[src/rtl/fpga_spi_boot_loader.sv]
// SPI master that reads a sync/length-headed bitstream from flash and streams
// 32-bit configuration words to the fabric over a valid/ready handshake.
module fpga_spi_boot_loader #(
  parameter logic [23:0] FLASH_ADDR = 24'h100000,
  parameter int unsigned CLK_DIV    = 2,
  parameter int unsigned MAX_WORDS  = 65536,
  parameter logic [31:0] SYNC_WORD  = 32'hFAB0_FAB1
) (
  input  logic        clk,
  input  logic        rst_n,
  input  logic        fpga_mode_i,
  output logic        fpga_sclk_o,
  output logic        fpga_sclk_oe_o,
  output logic        fpga_cs_n_o,
  output logic        fpga_cs_n_oe_o,
  output logic        fpga_mosi_o,
  output logic        fpga_mosi_oe_o,
  input  logic        fpga_miso_i,
  output logic        fpga_miso_oe_o,
  output logic        config_busy_o,
  output logic        done_o,
  output logic        error_o,
  output logic [31:0] cfg_data_o,
  output logic        cfg_valid_o,
  input  logic        cfg_ready_i
);

  localparam logic [31:0] CMD_WORD = {8'h03, FLASH_ADDR};
  localparam logic [15:0] DIV_LAST = 16'(CLK_DIV - 1);
  localparam logic [31:0] MAX_N    = 32'(MAX_WORDS);

  typedef enum logic [2:0] {
    S_IDLE, S_CMD, S_SYNC, S_LEN, S_DATA, S_DONE, S_ERROR
  } state_t;

  state_t      r_state;
  logic        r_mode_meta, r_mode_sync;
  logic [15:0] r_div;
  logic [4:0]  r_bit;
  logic        r_sclk, r_cs_n, r_oe;
  logic [31:0] r_mosi_sr, r_shift, r_rcv_left;
  logic        r_word_done, r_pending, r_last;
  logic        r_busy, r_done, r_error;
  logic [31:0] r_cfg_data;
  logic        r_cfg_valid;

  logic w_tick, w_hold, w_run, w_rise, w_fall, w_accept, w_fault, w_finish;

  // A held word (or the end of the payload) freezes SCLK in its low phase.
  assign w_hold   = r_pending | r_last;
  assign w_tick   = (r_div == DIV_LAST);
  assign w_run    = r_busy && !(w_hold && !r_sclk);
  assign w_rise   = w_run && w_tick && !r_sclk;
  assign w_fall   = w_run && w_tick && r_sclk;
  assign w_accept = r_cfg_valid && cfg_ready_i;
  assign w_fault  = r_word_done &&
                    (((r_state == S_SYNC) && (r_shift != SYNC_WORD)) ||
                     ((r_state == S_LEN) && ((r_shift == 32'd0) || (r_shift > MAX_N))));
  assign w_finish = (r_state == S_DATA) && r_last && !r_pending && !r_word_done && w_accept;

  always_ff @(posedge clk or negedge rst_n) begin
    if (!rst_n) begin
      r_mode_meta <= 1'b0;
      r_mode_sync <= 1'b0;
      r_state     <= S_IDLE;
      r_div       <= '0;
      r_bit       <= '0;
      r_sclk      <= 1'b0;
      r_cs_n      <= 1'b1;
      r_oe        <= 1'b0;
      r_mosi_sr   <= '0;
      r_shift     <= '0;
      r_rcv_left  <= '0;
      r_word_done <= 1'b0;
      r_pending   <= 1'b0;
      r_last      <= 1'b0;
      r_busy      <= 1'b0;
      r_done      <= 1'b0;
      r_error     <= 1'b0;
      r_cfg_data  <= '0;
      r_cfg_valid <= 1'b0;
    end else begin
      r_mode_meta <= fpga_mode_i;
      r_mode_sync <= r_mode_meta;
      r_word_done <= 1'b0;
      if (w_run) r_div <= w_tick ? 16'd0 : r_div + 16'd1;
      if (w_rise) begin
        r_sclk      <= 1'b1;
        r_shift     <= {r_shift[30:0], fpga_miso_i};
        r_word_done <= (r_bit == 5'd31);
      end
      if (w_fall) begin
        r_sclk    <= 1'b0;
        r_bit     <= r_bit + 5'd1;
        r_mosi_sr <= {r_mosi_sr[30:0], 1'b0};
      end
      if (w_accept) r_cfg_valid <= 1'b0;

      case (r_state)
        S_IDLE: if (r_mode_sync) begin
          r_state   <= S_CMD;
          r_cs_n    <= 1'b0;
          r_oe      <= 1'b1;
          r_busy    <= 1'b1;
          r_div     <= '0;
          r_bit     <= '0;
          r_mosi_sr <= CMD_WORD;
        end
        S_CMD:  if (r_word_done) r_state <= S_SYNC;
        S_SYNC: if (r_word_done) r_state <= S_LEN;
        S_LEN:  if (r_word_done) begin
          r_state    <= S_DATA;
          r_rcv_left <= r_shift;
        end
        S_DATA: begin
          if (r_word_done) begin
            r_rcv_left <= r_rcv_left - 32'd1;
            if (r_rcv_left == 32'd1) r_last <= 1'b1;
            if (!r_cfg_valid || cfg_ready_i) begin
              r_cfg_data  <= r_shift;
              r_cfg_valid <= 1'b1;
            end else begin
              r_pending <= 1'b1;
            end
          end else if (r_pending && w_accept) begin
            r_cfg_data  <= r_shift;
            r_cfg_valid <= 1'b1;
            r_pending   <= 1'b0;
          end
        end
        default: ;
      endcase

      if (w_fault || w_finish) begin
        r_state   <= w_fault ? S_ERROR : S_DONE;
        r_cs_n    <= 1'b1;
        r_oe      <= 1'b0;
        r_busy    <= 1'b0;
        r_sclk    <= 1'b0;
        r_mosi_sr <= '0;
        if (w_fault)  r_error <= 1'b1;
        if (w_finish) r_done  <= 1'b1;
      end
    end
  end

  assign fpga_sclk_o    = r_sclk;
  assign fpga_sclk_oe_o = r_oe;
  assign fpga_cs_n_o    = r_cs_n;
  assign fpga_cs_n_oe_o = r_oe;
  assign fpga_mosi_o    = r_mosi_sr[31];
  assign fpga_mosi_oe_o = r_oe;
  assign fpga_miso_oe_o = 1'b0;
  assign config_busy_o  = r_busy;
  assign done_o         = r_done;
  assign error_o        = r_error;
  assign cfg_data_o     = r_cfg_data;
  assign cfg_valid_o    = r_cfg_valid;

endmodule
[config.mk]
export PLATFORM = sky130hd
export DESIGN_NAME = fpga_spi_boot_loader
export DESIGN_NICKNAME = d
export VERILOG_FILES = /design/src/rtl/fpga_spi_boot_loader.sv
export SDC_FILE = /design/constraint.sdc
export NUM_CORES = 1
export LEC_CHECK = 0
export CAP_MARGIN = 15
export CORE_MARGIN = 3
export CORE_UTILIZATION = 50
export CTS_CLUSTER_SIZE = 10
export DETAILED_ROUTE_END_ITERATION = 10
export PLACE_DENSITY = 0.72
export SYNTH_ARGS = -nofsm -noshare
export SYNTH_HDL_FRONTEND = slang
export SYNTH_SLANG_ARGS = --single-unit
[constraint.sdc]
create_clock -name clk -period 2 [get_ports clk]
set_input_delay 0.6 -clock clk [delete_from_list [all_inputs] [get_ports clk]]
set_output_delay 0.6 -clock clk [all_outputs]
set_load 0.005 [all_outputs]
==> key figures <==
Power and ir drop
  – Switching part of the total power: 29.8%
  – Logic pwr share: 29.9%
  – Clk pwr share: 32.3%
  – Psw: 3.11 mW
  – Cell area power density: 984 nW/um^2
  – Worst vdd ir: 0.595 mV
  – Seq pwr share: 37.8%
  – Internal power: 7.32 mW
  – Pwr Total: 10.4 mW
  – Cell leakage power: 4.90 nW

Detailed routing
  – Routed length per instance: 19.8 um
  – First DRT Iteration DRCs: 683
  – Routed Antenna Nets: 0
  – Drt total wl: 21.6 mm
  – DR vias: 6544
  – Drt via density: 5.98
  – Drt drc: 0
  – DR pass1 iterations: 6

Clock network
  – H-tree levels: 4
  – Clock root buffer master: clkbuf_16
  – Worst-Skew Late Latency: 430 ps
  – Clock Path Buffers: 2
  – CTS tree: done
  – Hold buffer count at CTS: 0
  – Clock sinks: 163
  – Inserted Clock Buffers: 17
  – Clock transition at the registers of the reported paths: 70 ps

STA
  – Unrepaired setup endpoints after global routing: true
  – Fmax: 0.451 GHz
  – Tcrit/Tclk final: 111%
  – Final hold viol count: 0
  – Setup TNS: -6040 ps
  – Final worst slack: -215 ps
  – Setup Skew: 8.82 ps
  – Final setup fails: 54
  – Final min period: 2220 ps
  – Max Slew Vio Count: 0

Setup path
  – Bufs and invs on worst path: 2
  – Crit path from: r_rcv_left[18]
  – Reg-to-reg slack, setup: -220 ps
  – Startpoint Class: flip-flop
  – Critical Path End Type: flip-flop
  – Critical Path Slowest Stage Cell: or4_4
  – Critical Path Most Common Cell: buf_6
  – CP Data Arrival Time: 2520 ps
  – CP Cell Sequence: or4_4 > or3_4 > buf_6 > nor4_4 > buf_6 > nand4_1 > a21oi_2 > a31oi_1
  – CP Max Fanout: 7
  – Top cell family by delay on the critical path: simple AND/OR/NAND/NOR gates
  – Setup CP Type: reg2reg
  – Reg2Reg Launch Point: r_rcv_left[18]
  – Largest stage delay, worst path: 540 ps
  – Worst Path Required: 2300 ps

Floorplan
  – Initial core utilization: 51.7%
  – Die Width: 129 um
  – Boundary pin count: 48
  – Die area: 16600 um^2
  – Row cnt: 44
  – Core ar.: 14600 um^2
  – Die H: 129 um

Layout
  – Area Overhead vs Synth: 40.1%
  – Layout cells sized above 1: 36.6%
  – Fillers: 968
  – Most frequent cells in the layout: dfrtp_1, nand2_1, buf_4
  – Most common cell after layout, fill and taps aside: dfrtp_1
  – Final nets: 909
  – Antenna diode count: 0

Placement
  – DP HPWL: 12.9 mm
  – Port Buffer Count: 46
  – Gp weighted congestion: 0.890

Run status
  – Failing checks: setup timing
  – Status: finished, violations left

Synth
  – Mapped Nets: 739
  – Synth Instances: 728
  – Flops & latches, synth: 163
  – Synth Cell Area: 7570 um^2
  – Cell variety after synth: 59
  – Register area share after synthesis: 53.9%
  – Syn Area/Cell: 10.4 um^2
  – Ys Warns: 0
  – Main synth FF type: dfrtp_1
  – EDFF count, synth: 0
  – Ys async rst share: 100%

GRT
  – Initial antenna violation count: 0
  – Met3 Track Usage GR: 4.08%
  – M2 GR Usage: 42.1%
  – Total congestion overflow: 0
  – Total GRT Usage: 25.3%
  – First-pass GRT wire length: 33.2 mm
  – Largest net degree at the start of global routing: 47
  – Met1 Use GR: 33.6%
  – Vias in the first global route: 6330
  – Grt peak-use layer: met2

Job
  – Max-Cap Viols: 0

Worst hold path
  – Worst Hold Class: in2async
-- metal layers --
metal / part of all wire, % / vias up / wire length [um]
met3: 5.1 / 48 / 1100
met2: 51 / 228 / 11100
met4: 2.2 / 0 / 486
met1: 41 / 3342 / 8940
met5: 0 / - / 0
li1: - / 2926 / -
-- registers in the layout, summed over array words and instances (netlist names), 3 cells and up --
| register | count |
|---|---|
| cfg_data_o | 32 |
| r_mosi_sr | 32 |
| r_rcv_left | 32 |
| r_shift | 32 |
| r_div | 16 |
| r_bit | 5 |
| r_state | 3 |
-- final timing paths --
check	to	depth (start not counted)
max	r_rcv_left[28]	8
min	cfg_data_o[22]	1
max reg2reg	r_rcv_left[28]	8
min reg2reg	r_mode_sync	0
max in group asynchronous	fpga_cs_n_o	2
min in group clk	r_mode_sync	0
-- per-stage QoR --
| stage | setup WS, ps | instances | cell area [um^2] | hold WS (ps) | util, % |
|---|---|---|---|---|---|
| global placement | -247 | 1031 | 9150 | 338 | 62.5 |
| detailed placement | -331 | 1031 | 9150 | 350 | 62.5 |
| global route | -293 | 1094 | 10600 | 64.6 | 72.4 |
| finish | -215 | 1094 | 10600 | 51.7 | 72.4 |
| floorplan | -152 | 728 | 7710 | 304 | - |
| CTS | -174 | 1074 | 10000 | 52.7 | 68.4 |
-- Yosys cell counts (2+ instances only) --
| library cell | n | area, um^2 |
|---|---|---|
| buf_4 | 9 | 67.6 |
| nor3b_1 | 3 | 22.5 |
| nand4_1 | 14 | 87.6 |
| buf_1 | 2 | 7.51 |
| nor2_1 | 54 | 203 |
| and2_1 | 3 | 18.8 |
| clkbuf_1 | 22 | 82.6 |
| a31oi_1 | 4 | 25.0 |
| nand2_1 | 129 | 484 |
| or3_1 | 9 | 56.3 |
| mux2_2 | 64 | 721 |
| nor4_1 | 15 | 93.8 |
| o21ai_0 | 22 | 110 |
| a21oi_1 | 49 | 245 |
| a211oi_1 | 3 | 22.5 |
| a311oi_1 | 6 | 52.6 |
| a22oi_1 | 2 | 15.0 |
| and3_1 | 5 | 31.3 |
| mux2i_1 | 8 | 80.1 |
| nor4b_1 | 2 | 17.5 |
| xnor2_1 | 5 | 43.8 |
| nor4_4 | 3 | 63.8 |
| buf_2 | 4 | 20.0 |
| a21o_1 | 3 | 22.5 |
| nor3_1 | 19 | 95.1 |
| ha_1 | 6 | 75.1 |
| o221a_2 | 2 | 22.5 |
| nand3_1 | 31 | 155 |
| xor2_1 | 12 | 105 |
| a32oi_1 | 14 | 123 |
| dfrtp_1 | 162 | 4050 |
| nor2b_1 | 2 | 12.5 |
| or2_2 | 4 | 25.0 |
| nor4_2 | 2 | 25.0 |
| inv_1 | 10 | 37.5 |
-- cell type report --
cell class              instances  area [um^2]  share of cell area, %
flip-flops and latches        163         4080                   38.5
multi-input cells             518         3860                   36.5
repair buffers                188         1780                   16.8
clock buffers                  22          474                   4.48
well taps                     184          230                   2.17
clock inverters                 9          129                   1.22
inverters                      10         37.5                  0.354
-- cell families after synthesis --
group	after synthesis	synth area share [%]
other	1	0.0496
AND/OR/NAND/NOR	307	20.1
flip-flops	163	53.9
adder cells (fa/ha/maj)	6	0.992
multiplexers	72	10.6
XOR/XNOR	17	1.97
AO/OA/AOI/OAI	115	9.49
buffers and inverters	47	2.84
-- power by group through the flow --
stage	clock [mW]	sequential, mW	combinational [mW]
after floorplan	0	3.97	1.18
after global placement	0	3.92	2.03
after detailed placement	0	3.94	2.11
after CTS	3.38	3.90	2.51
after global routing	3.52	3.98	3.32
final	3.37	3.94	3.12
-- timing repair --
action / in CTS / in global routing
endpoints found under the setup margin: 86 / 95
resized for setup: 30 / 104
pin swaps: 16 / 43
cloned: 3 / 4
buffers inserted: 10 / 19
endpoints found under the hold margin: 0 / 0
(Power assumes the default switching activity.)
